$ cat config.mk
export PLATFORM = sky130hd
export DESIGN_NAME = byte_packer
export DESIGN_NICKNAME = d
export VERILOG_FILES = /design/src/rtl/byte_packer.sv
export SDC_FILE = /design/constraint.sdc
export NUM_CORES = 1
export LEC_CHECK = 0
export CORE_MARGIN = 1
export CORE_UTILIZATION = 46
export DETAILED_ROUTE_END_ITERATION = 10
export PLACE_DENSITY = 0.72
export SLEW_MARGIN = 20
export SYNTH_ARGS = -nofsm -noshare
export SYNTH_HDL_FRONTEND = slang
export SYNTH_SLANG_ARGS = --single-unit
$ cat constraint.sdc
create_clock -name clk -period 1.5 [get_ports clk]
set_input_delay 0.225 -clock clk [delete_from_list [all_inputs] [get_ports clk]]
set_output_delay 0.225 -clock clk [all_outputs]
set_load 0.02 [all_outputs]
$ cat src/rtl/byte_packer.sv
// byte_packer -- gathers bytes popped from an upstream FIFO into wide words.
//
// Compile-time option: define PACKER_FLUSH_EN to add the flush input and the
// word_keep output, which allow a partially filled word to be emitted.
//
// Ports
//   clk, rst_n     single clock, asynchronous active-low reset
//   fifo_empty     upstream empty flag, valid in the same cycle
//   fifo_read_en   pop request (combinational)
//   fifo_data      pop data, valid the cycle after an accepted pop
//   word_out       packed word, lane 0 = first byte received
//   word_valid     word_out holds a word not yet taken downstream
//   word_ready     downstream accepts word_out when word_valid is high
//   flush          (PACKER_FLUSH_EN) emit the bytes gathered so far
//   word_keep      (PACKER_FLUSH_EN) per-byte valid mask for word_out
module byte_packer #(
    parameter int DATA_WIDTH     = 8,
    parameter int BYTES_PER_WORD = 4
) (
    input  logic                                 clk,
    input  logic                                 rst_n,
    input  logic                                 fifo_empty,
    output logic                                 fifo_read_en,
    input  logic [DATA_WIDTH-1:0]                fifo_data,
    output logic [DATA_WIDTH*BYTES_PER_WORD-1:0] word_out,
    output logic                                 word_valid,
    input  logic                                 word_ready
`ifdef PACKER_FLUSH_EN
    ,
    input  logic                                 flush,
    output logic [BYTES_PER_WORD-1:0]            word_keep
`endif
);
    localparam int DW     = DATA_WIDTH;
    localparam int BPW    = BYTES_PER_WORD;
    localparam int CNT_W  = $clog2(BPW);
    localparam int PEND_W = CNT_W + 1;

    logic [CNT_W-1:0]       byte_cnt_q, byte_cnt_d;
    logic                   inflight_q, inflight_d;
    logic                   word_valid_q, word_valid_d;
    logic [BPW-1:0][DW-1:0] word_q, word_d;
    // The top lane never needs storage: its byte completes the word directly.
    logic [BPW-2:0][DW-1:0] asm_q, asm_d;

    logic [PEND_W-1:0]      pend_raw, pending;
    logic                   rd_ok, last_lane, flush_block;

`ifdef PACKER_FLUSH_EN
    logic                   flush_pend_q, flush_pend_d;
    logic [BPW-1:0]         keep_q, keep_d;
    logic [BPW-1:0][DW-1:0] partial;
    logic [BPW-1:0]         partial_keep;

    // Partial word: lanes below byte_cnt carry data, the rest read as zero.
    for (genvar g = 0; g < BPW; g++) begin : g_lane
        if (g < BPW-1) begin : g_asm
            assign partial[g] = (CNT_W'(g) < byte_cnt_q) ? asm_q[g] : '0;
        end else begin : g_top
            assign partial[g] = '0;
        end
        assign partial_keep[g] = (CNT_W'(g) < byte_cnt_q);
    end

    assign flush_block = flush_pend_q;
    assign word_keep   = keep_q;
`else
    assign flush_block = 1'b0;
`endif

    assign last_lane = (byte_cnt_q == CNT_W'(BPW-1));

    // Bytes already committed to the current word (captured + in flight).
    // A full count means the in-flight byte completes the word this edge, so
    // the next pop belongs to lane 0 of a fresh word: treat it as zero so the
    // stream keeps flowing across word boundaries.
    always_comb begin
        pend_raw     = {1'b0, byte_cnt_q} + PEND_W'(inflight_q);
        pending      = (pend_raw == PEND_W'(BPW)) ? '0 : pend_raw;
        // The pop that fills the top lane needs the output register free by
        // the time its data lands.
        rd_ok        = (pending < PEND_W'(BPW-1)) ||
                       ((pending == PEND_W'(BPW-1)) && (!word_valid_q || word_ready));
        fifo_read_en = rst_n && !fifo_empty && rd_ok && !flush_block;
    end

    always_comb begin
        byte_cnt_d   = byte_cnt_q;
        asm_d        = asm_q;
        word_d       = word_q;
        word_valid_d = word_valid_q;
        inflight_d   = fifo_read_en;
`ifdef PACKER_FLUSH_EN
        keep_d       = keep_q;
        flush_pend_d = flush_pend_q;
`endif
        if (word_valid_q && word_ready)
            word_valid_d = 1'b0;

        if (inflight_q) begin
            if (last_lane) begin
                word_d       = {fifo_data, asm_q};
                word_valid_d = 1'b1;
                byte_cnt_d   = '0;
`ifdef PACKER_FLUSH_EN
                keep_d       = '1;
`endif
            end else begin
                for (int i = 0; i < BPW-1; i++)
                    if (byte_cnt_q == CNT_W'(i))
                        asm_d[i] = fifo_data;
                byte_cnt_d = byte_cnt_q + CNT_W'(1);
            end
        end

`ifdef PACKER_FLUSH_EN
        // Wait for any in-flight byte to land so it is included in the flush.
        if (flush_pend_q) begin
            if (!inflight_q) begin
                if (byte_cnt_q == '0) begin
                    flush_pend_d = 1'b0;
                end else if (!word_valid_q || word_ready) begin
                    word_d       = partial;
                    keep_d       = partial_keep;
                    word_valid_d = 1'b1;
                    byte_cnt_d   = '0;
                    flush_pend_d = 1'b0;
                end
            end
        end else if (flush) begin
            flush_pend_d = 1'b1;
        end
`endif
    end

    always_ff @(posedge clk or negedge rst_n) begin
        if (!rst_n) begin
            byte_cnt_q   <= '0;
            inflight_q   <= 1'b0;
            word_valid_q <= 1'b0;
            word_q       <= '0;
            asm_q        <= '0;
`ifdef PACKER_FLUSH_EN
            keep_q       <= '0;
            flush_pend_q <= 1'b0;
`endif
        end else begin
            byte_cnt_q   <= byte_cnt_d;
            inflight_q   <= inflight_d;
            word_valid_q <= word_valid_d;
            word_q       <= word_d;
            asm_q        <= asm_d;
`ifdef PACKER_FLUSH_EN
            keep_q       <= keep_d;
            flush_pend_q <= flush_pend_d;
`endif
        end
    end

    assign word_out   = word_q;
    assign word_valid = word_valid_q;

endmodule

==> results of run 1 <==
final timing paths:
path | startpoint | end | slack, ps
max | byte_cnt_q[0]$_DFFE_PN0P_ | fifo_read_en | -400
min | rst_n | word_out[1]$_DFFE_PN0P_ | 80
max reg2reg | byte_cnt_q[1]$_DFFE_PN0P_ | word_out[17]$_DFFE_PN0P_ | -130
min reg2reg | word_out[19]$_DFFE_PN0P_ | word_out[19]$_DFFE_PN0P_ | 500
max in group asynchronous | rst_n | asm_q[21]$_DFFE_PN0P_ | 950
min in group clk | rst_n | inflight_q$_DFF_PN0_ | 380
metal layers:
metal / vias to the layer above / part of all wire
met4: 0 / 0.027
met3: 11 / 0.037
li1: 641 / -
met1: 747 / 0.43
met2: 38 / 0.50
met5: - / 0
repair_timing:
item	4_1_cts	5_1_grt
gates cloned	3	0
setup buffers	7	4
hold buffers	0	0
gates resized for setup	60	44
pin swaps	3	1
setup endpoints to repair	90	59
sequential cells by signal, summed over array words and instances (netlist names):
name / count
asm_q: 24
byte_cnt_q: 2
inflight_q: 1
word_out: 32
word_valid: 1
critical path, cell delays in order, from the launching register on:
cell      delay [ps]
dfrtp_1          400
ha_2             220
ha_4             270
nand4b_1          80
and4b_2          240
buf_6            130
logic make-up after synthesis:
kind of cell,Yosys count,synth area share
flip-flops,60,0.633
multiplexers,56,0.272
AND/OR/NAND/NOR,8,0.0322
buffers and inverters,7,0.0222
adder cells (fa/ha/maj),6,0.0317
AO/OA/AOI/OAI,4,0.00844
metrics by stage:
stage                     area [sq um]  power, W  worst slack, ps  instances   util
final                             3530   0.00745             -397        283  0.729
after floorplan                   2370   0.00428             12.5        141      -
after global placement            2960   0.00541             -482        257  0.611
after global routing              3530   0.00785             -468        283  0.729
after detailed placement          2960   0.00556             -573        257  0.611
after CTS                         3390   0.00703             -408        282  0.700
where the power goes:
group	leakage [nW]	internal (W)	switching, W	total [W]
sequential	0.719	0.00241	0.000453	0.00286
clock	0.103	0.000896	0.000571	0.00147
combinational	0.980	0.00175	0.00137	0.00312
total	1.80	0.00506	0.00239	0.00745
Yosys cell counts, drive strengths merged:
master   n
and4b    1
mux2    56
nand4b   1
nand2    2
nand3b   3
or3b     1
o21ai    4
dfrtp   60
buf      4
ha       6
inv      3
cells in the final DEF (no fill, tap or decap), drive strengths merged:
cell,instances
nand3b,3
dlygate4sd2,33
buf,21
bufinv,1
and4b,1
clkbuf,14
ha,6
dfrtp,60
clkdlybuf4s50,10
nand2,2
or3b,1
o21ai,4
nand4b,1
mux2,56
inv,3
cell type report:
type                       count  area, sq um  area share
tap                           67         83.8      0.0237
timing repair buffer          64          673       0.191
inverter                       3         16.3     0.00460
sequential                    60         1500       0.425
clock buffer                  14          173      0.0489
clock inverter                 1         30.0     0.00850
multi-input combinational     74         1060       0.299
==> results.md, run 1 <==
- The tool flagged a number of max-cap violations equal to 0.
- The number of input and output port buffers inserted is 45.
- The net count of the mapped netlist is 159.
- The height of the die is 73.8 um.
- The floorplan core area is 0.00485 sq mm.
- Dividing the final minimum period by the clock period gives 1.26.
- For the worst setup path, the data required time is 1270 ps.
- VDD sags by at most 1200 uV.
- Summed over all failing endpoints, the final setup total negative slack is -6080 ps.
- The initial antenna violation count is 0.
- The initial utilization of the core area, before any placement, comes to 0.489.
- The deepest clock path buffer count is 2.
- The area growth from synthesis to layout is 49.0%.
- By area the synthesized netlist is led by dfrtp_1 (63%), mux2_2 (25%), ha_1 (3.2%).
- The detail-routed via count per cell is 5.08.
- The sink count of the clock tree is 60.
- The later pin in the worst-skew pair is clocked with a latency of 330 ps.
- Dividing total power by cell area gives a power density of 2110 mW/mm^2.
- Synthesis produced a netlist whose cell count is 141.
- The count of endpoints failing hold in the final timing report is 0.
- The antenna diode instance count is 0.
- The startpoint type of the worst setup path is a flip-flop.
- The depth of the most critical reg-to-reg path is 7.
- The buffer type at the clock tree root is clkbuf_8.
- The checks that failed: setup timing.
- The number of I/O pins is 46.
- The maximum number of pins on one net before global-route repair is 61.
- The clock arrives with 4.72 ps of skew.
- The floorplan step set the die width to 73.8 um.
- The H-tree was split into 3 levels.
- The remaining number of nets flagged by the antenna check after routing is 0.
- The number of fillers in the final layout is 337.
- Setup violations remaining at the end of the flow were counted as 58.
- The die covers 0.00545 sq mm.
- TritonCTS built the clock tree.
- The average wire per standard cell is 18.4 um.
- The wire length of the first global-routing pass is 8080 um.
- The time the worst path needs with I/O delays and setup is 1900 ps.
- Of the cells placed in the final design, the portion with a size suffix greater than 1 is 0.486.
- The met3 track demand over resource is 0.0521.
- The count of cell types in the netlist is 14.
- For this run, the total global-route usage over all layers was measured as 0.216.
- The per-instance average area after synthesis is 16.8 sq um.
- The worst setup path category is flip-flop to output pin.
- The residual overflow from global routing is 0.
- Synthesis inferred 60 register bits.
- The portion of the post-synthesis area used by sequential elements is 0.633.
- The cell type with the largest total area after synthesis is dfrtp_1.
- Detailed placement ended at an HPWL of 2940 um.
- In the routed design, unresolved DRC markers number 0.
- Summed over all cells, the static leakage comes to 1.80 nW.
- The portion of synthesized cell area occupied by the leading cell type is 0.633.
- The number of warning messages in the yosys log is 0.
- STA classifies the critical path endpoint as an output pin.
- The iteration count of the initial detailed-routing pass is 4.
- After clock tree synthesis, the clock-pin slew on the worst setup and hold paths is 60 ps.
- The met1 track utilization from global routing is 0.250.
- The number of rows in the core area is 25.
- The largest fanout on the critical path is 2.
- The number of buffers created by CTS is 9.
- The critical path arrival is 1670 ps.
- The final estimated routing congestion in global placement is 0.744.
- The layer with the highest usage after global routing is met2.
- The post-layout worst setup margin is -397 ps.
- The path class of the tightest hold or removal check is primary input to async pin.
- The number of global-route vias before repair is 1578.
- Based on the critical path, the design can be clocked at up to 527 MHz.
- On the final layout, the worst hold slack is 75.8 ps.
- For this block, the routed nets add up to 5210 um of wire.
- The vias after detailed routing is 1437.
- In the global route stage, met2 resource usage came out at 0.353.
- After synthesis the cells add up to 0.00237 sq mm.
- Setup repair after global routing could not meet its margin everywhere.
- At the pin with the least slew margin, the transition time is 732 ps.
- After the first detailed-routing iteration, the DRC count stood at 47.
- The number of nets at the end of the flow is 230.
- Measured against its own limit, the worst slew margin works out to 0.512.
- The run finished, with violations left.
- The max-slew violation count is 0.
No activity file was read; power rests on OpenSTA's default activity.
==> inputs of run 2 (changes only) <==
--- a/config.mk
+++ b/config.mk
@@ -7,6 +7,7 @@
 export LEC_CHECK = 0
 export CORE_MARGIN = 1
 export CORE_UTILIZATION = 46
+export CTS_CLUSTER_SIZE = 8
 export DETAILED_ROUTE_END_ITERATION = 10
 export PLACE_DENSITY = 0.72
 export SLEW_MARGIN = 20
==> results of run 2 <==
The final DEF is identical to that of run 1; final timing and power are the same.
==> inputs of run 3 (changes only) <==
--- a/config.mk
+++ b/config.mk
@@ -10,6 +10,7 @@
 export CTS_CLUSTER_SIZE = 8
 export DETAILED_ROUTE_END_ITERATION = 10
 export PLACE_DENSITY = 0.72
+export SETUP_SLACK_MARGIN = 0.15
 export SLEW_MARGIN = 20
 export SYNTH_ARGS = -nofsm -noshare
 export SYNTH_HDL_FRONTEND = slang
==> results.md, run 3 (synthesized netlist as in run 1, its figures left out) <==
- The most common cell after layout, fill and taps aside is dfrtp_1 (unchanged).
- The final routed wirelength across all metal layers is 4910 um (was 5210 um).
- The starting utilization of the core area is 0.489 (unchanged).
- The leakage power figure was 1.74 nW (was 1.80 nW).
- The total power density per cell area is 2080 mW/mm^2 (was 2110 mW/mm^2).
- The worst-case headroom to the max-slew limit is 0.509 (was 0.512).
- The antenna diode instance count is 0 (unchanged).
- Worst-path cell chain: ha_2 > ha_4 > nand4b_1 > and4b_2 > buf_6 (unchanged).
- The total track usage is 0.216 (about the same).
- The number of nets at the end of the flow is 229 (was 230).
- The total of max-cap violations was 0 (unchanged).
- The worst flop-to-flop path startpoint is byte_cnt_q[0]$_DFFE_PN0P_ (was byte_cnt_q[1]$_DFFE_PN0P_).
- The number of DRC markers after the initial detailed-route iteration is 48 (was 47).
- The time the worst path needs with I/O delays and setup is 1870 ps (was 1900 ps).
- The final estimated routing congestion in global placement came to 0.690 (was 0.744).
- The nature of the critical path endpoint is an output pin (unchanged).
- The maximum number of pins on one net before global-route repair is 61 (unchanged).
- The detail-routed via count per cell came to 4.98 (was 5.08).
- The vias after detailed routing was 1408 (was 1437).
- The number of rows in the core area is 25 (unchanged).
- The number of fillers in the final layout is 331 (was 337).
- The type of the most critical hold path was primary input to async pin (unchanged).
- The full die area is 0.00545 sq mm (unchanged).
- The peak per-stage delay on the critical path was 400 ps (about the same).
- The largest fanout on the critical path is 2 (unchanged).
- The reg-to-reg critical path endpoint was asm_q[17]$_DFFE_PN0P_ (was word_out[17]$_DFFE_PN0P_).
- The post-layout worst setup margin is -371 ps (was -397 ps).
- The startpoint type of the worst setup path was a flip-flop (unchanged).
- Run status: finished with violations (unchanged).
- The average wire per standard cell is 17.3 um (was 18.4 um).
- The clock edge transition at the registers on the reported setup and hold paths is 60 ps (about the same).
- The clock tree from TritonCTS is done (unchanged).
- The height of the die is 73.8 um (unchanged).
- The iteration count of the initial detailed-routing pass is 4 (unchanged).
- The post-place setup slack is -519 ps (was -573 ps).
- The data required time of the worst path is 1270 ps (about the same).
- The count of endpoints failing hold in the final timing report is 0 (unchanged).
- The sink count of the clock tree is 60 (unchanged).
- The residual overflow from global routing came to 0 (unchanged).
- The critical path arrival is 1650 ps (was 1670 ps).
- Violated checks: setup timing (unchanged).
- The count of unresolved DRC violations after routing is 0 (unchanged).
- The buffer type at the clock tree root is clkbuf_8 (unchanged).
- The remaining number of nets flagged by the antenna check after routing is 0 (unchanged).
- The final worst-path cycle share came to 1.25 (was 1.26).
- The number of H-tree levels is 3 (unchanged).
- The met3 track demand over resource was 0.0439 (was 0.0521).
- The maximum VDD drop was 1110 uV (was 1200 uV).
- The maximum achievable frequency is 534 MHz (was 527 MHz).
- The area growth from synthesis to layout is 44.4% (was 49.0%).
- The initial antenna violation count is 0 (unchanged).
- The met1 track utilization from global routing is 0.267 (was 0.250).
- The slack of the worst reg-to-reg path was -160 ps (was -130 ps).
- The layer with the highest usage after global routing is met2 (unchanged).
- The latest clock arrival within the worst-skew pair is 330 ps (about the same).
- The number of endpoints failing setup at the final stage is 58 (unchanged).
- The max-slew violation count came to 0 (unchanged).
- The kind of cell with the highest combined delay on the critical path is adder cells (unchanged).
- The number of buffers created by CTS came to 9 (unchanged).
- Unrepaired setup endpoints after global routing: true (unchanged).
- The post-route clock skew came to 6.82 ps (was 4.72 ps).
- The total negative slack for setup checks was -6070 ps (was -6080 ps).
- The global routing met2 resource utilization is 0.357 (was 0.353).
- The width of the die is 73.8 um (unchanged).
- The combined buffer and inverter count along the critical path was 1 (unchanged).
- The half-perimeter wire length after placement is 2950 um (was 2940 um).
- The transition time at the pin with the least slew margin came to 737 ps (was 732 ps).
- The layout cell share with drive strength beyond 1 came to 0.477 (was 0.486).
- The deepest clock path buffer count came to 2 (unchanged).
- The depth of the most critical reg-to-reg path is 6 (was 7).
- The floorplan core area is 0.00485 sq mm (unchanged).
- The number of input and output port buffers inserted came to 45 (unchanged).
- The cell with the biggest individual delay on the critical path was dfrtp_1 (unchanged).
- The number of flip-flops in the largest register is 32 (unchanged).
- The number of I/O pins is 46 (unchanged).
- The worst setup path category is flip-flop to output pin (unchanged).
- Most frequent cells in the layout: dfrtp_1 (60), dlygate4sd2_1 (32), mux2_4 (31) (was dfrtp_1 (60), mux2_4 (39), dlygate4sd2_1 (33)).
- The number of global-route vias before repair came to 1621 (was 1578).
- The wire length of the first global-routing pass is 8360 um (was 8080 um).
==> run 3: cell types whose count changed in the layout (fill, tap and decap cells not counted), sizes merged <==
cell           change
clkbuf             -2
dlygate4sd2        -1
clkdlybuf4s15      +1
clkinv             +3
buf                -1
==> run 3: through the flow <==
step	instance area, sq um	power (W)	utilization	std cells	hold WS (ps)
after detailed placement	2990	0.00561	0.616	257	445
final	3420	0.00713	0.706	283	63.7
after global routing	3420	0.00753	0.706	283	150
after global placement	2990	0.00545	0.616	257	415
after floorplan	2410	0.00433	-	141	-70.6
after CTS	3420	0.00716	0.705	283	91.0
==> run 3: area by class of cell <==
class	count	area (sq um)	share of cell area
Clock buffer	12	145	0.0424
Tap cell	67	83.8	0.0245
Timing Repair Buffer	63	641	0.187
Sequential cell	60	1500	0.439
Inverter	3	11.3	0.00329
Clock inverter	4	48.8	0.0143
Multi-Input combinational cell	74	992	0.290
==> run 3: per-layer routing <==
metal	vias up	routed length, um
met5	-	0
met4	0	57
met3	5	150
met2	32	2480
met1	729	2220
li1	642	-
==> run 3: worst max-delay path by stage <==
stage | slack, ps | depth (start not counted) | end | startpoint
floorplan | 80 | 4 | fifo_read_en | byte_cnt_q[0]$_DFFE_PN0P_
global placement | -430 | 5 | fifo_read_en | inflight_q$_DFF_PN0_
detailed placement | -520 | 5 | fifo_read_en | inflight_q$_DFF_PN0_
CTS | -370 | 5 | fifo_read_en | byte_cnt_q[0]$_DFFE_PN0P_
global route | -450 | 5 | fifo_read_en | byte_cnt_q[0]$_DFFE_PN0P_
finish | -370 | 5 | fifo_read_en | byte_cnt_q[0]$_DFFE_PN0P_
==> run 3: timing repair <==
action,CTS,global route
endpoints found under the setup margin,92,61
hold buffers,0,0
setup buffers,8,0
gates cloned,2,0
pin swaps,4,1
gates resized for setup,77,3
==> run 3: report_power, final <==
part | leakage [nW] | internal (W) | switching [W]
sequential | 0.719 | 0.00241 | 0.000432
clock | 0.100 | 0.000811 | 0.000587
combinational | 0.916 | 0.00160 | 0.00129
total | 1.74 | 0.00482 | 0.00231
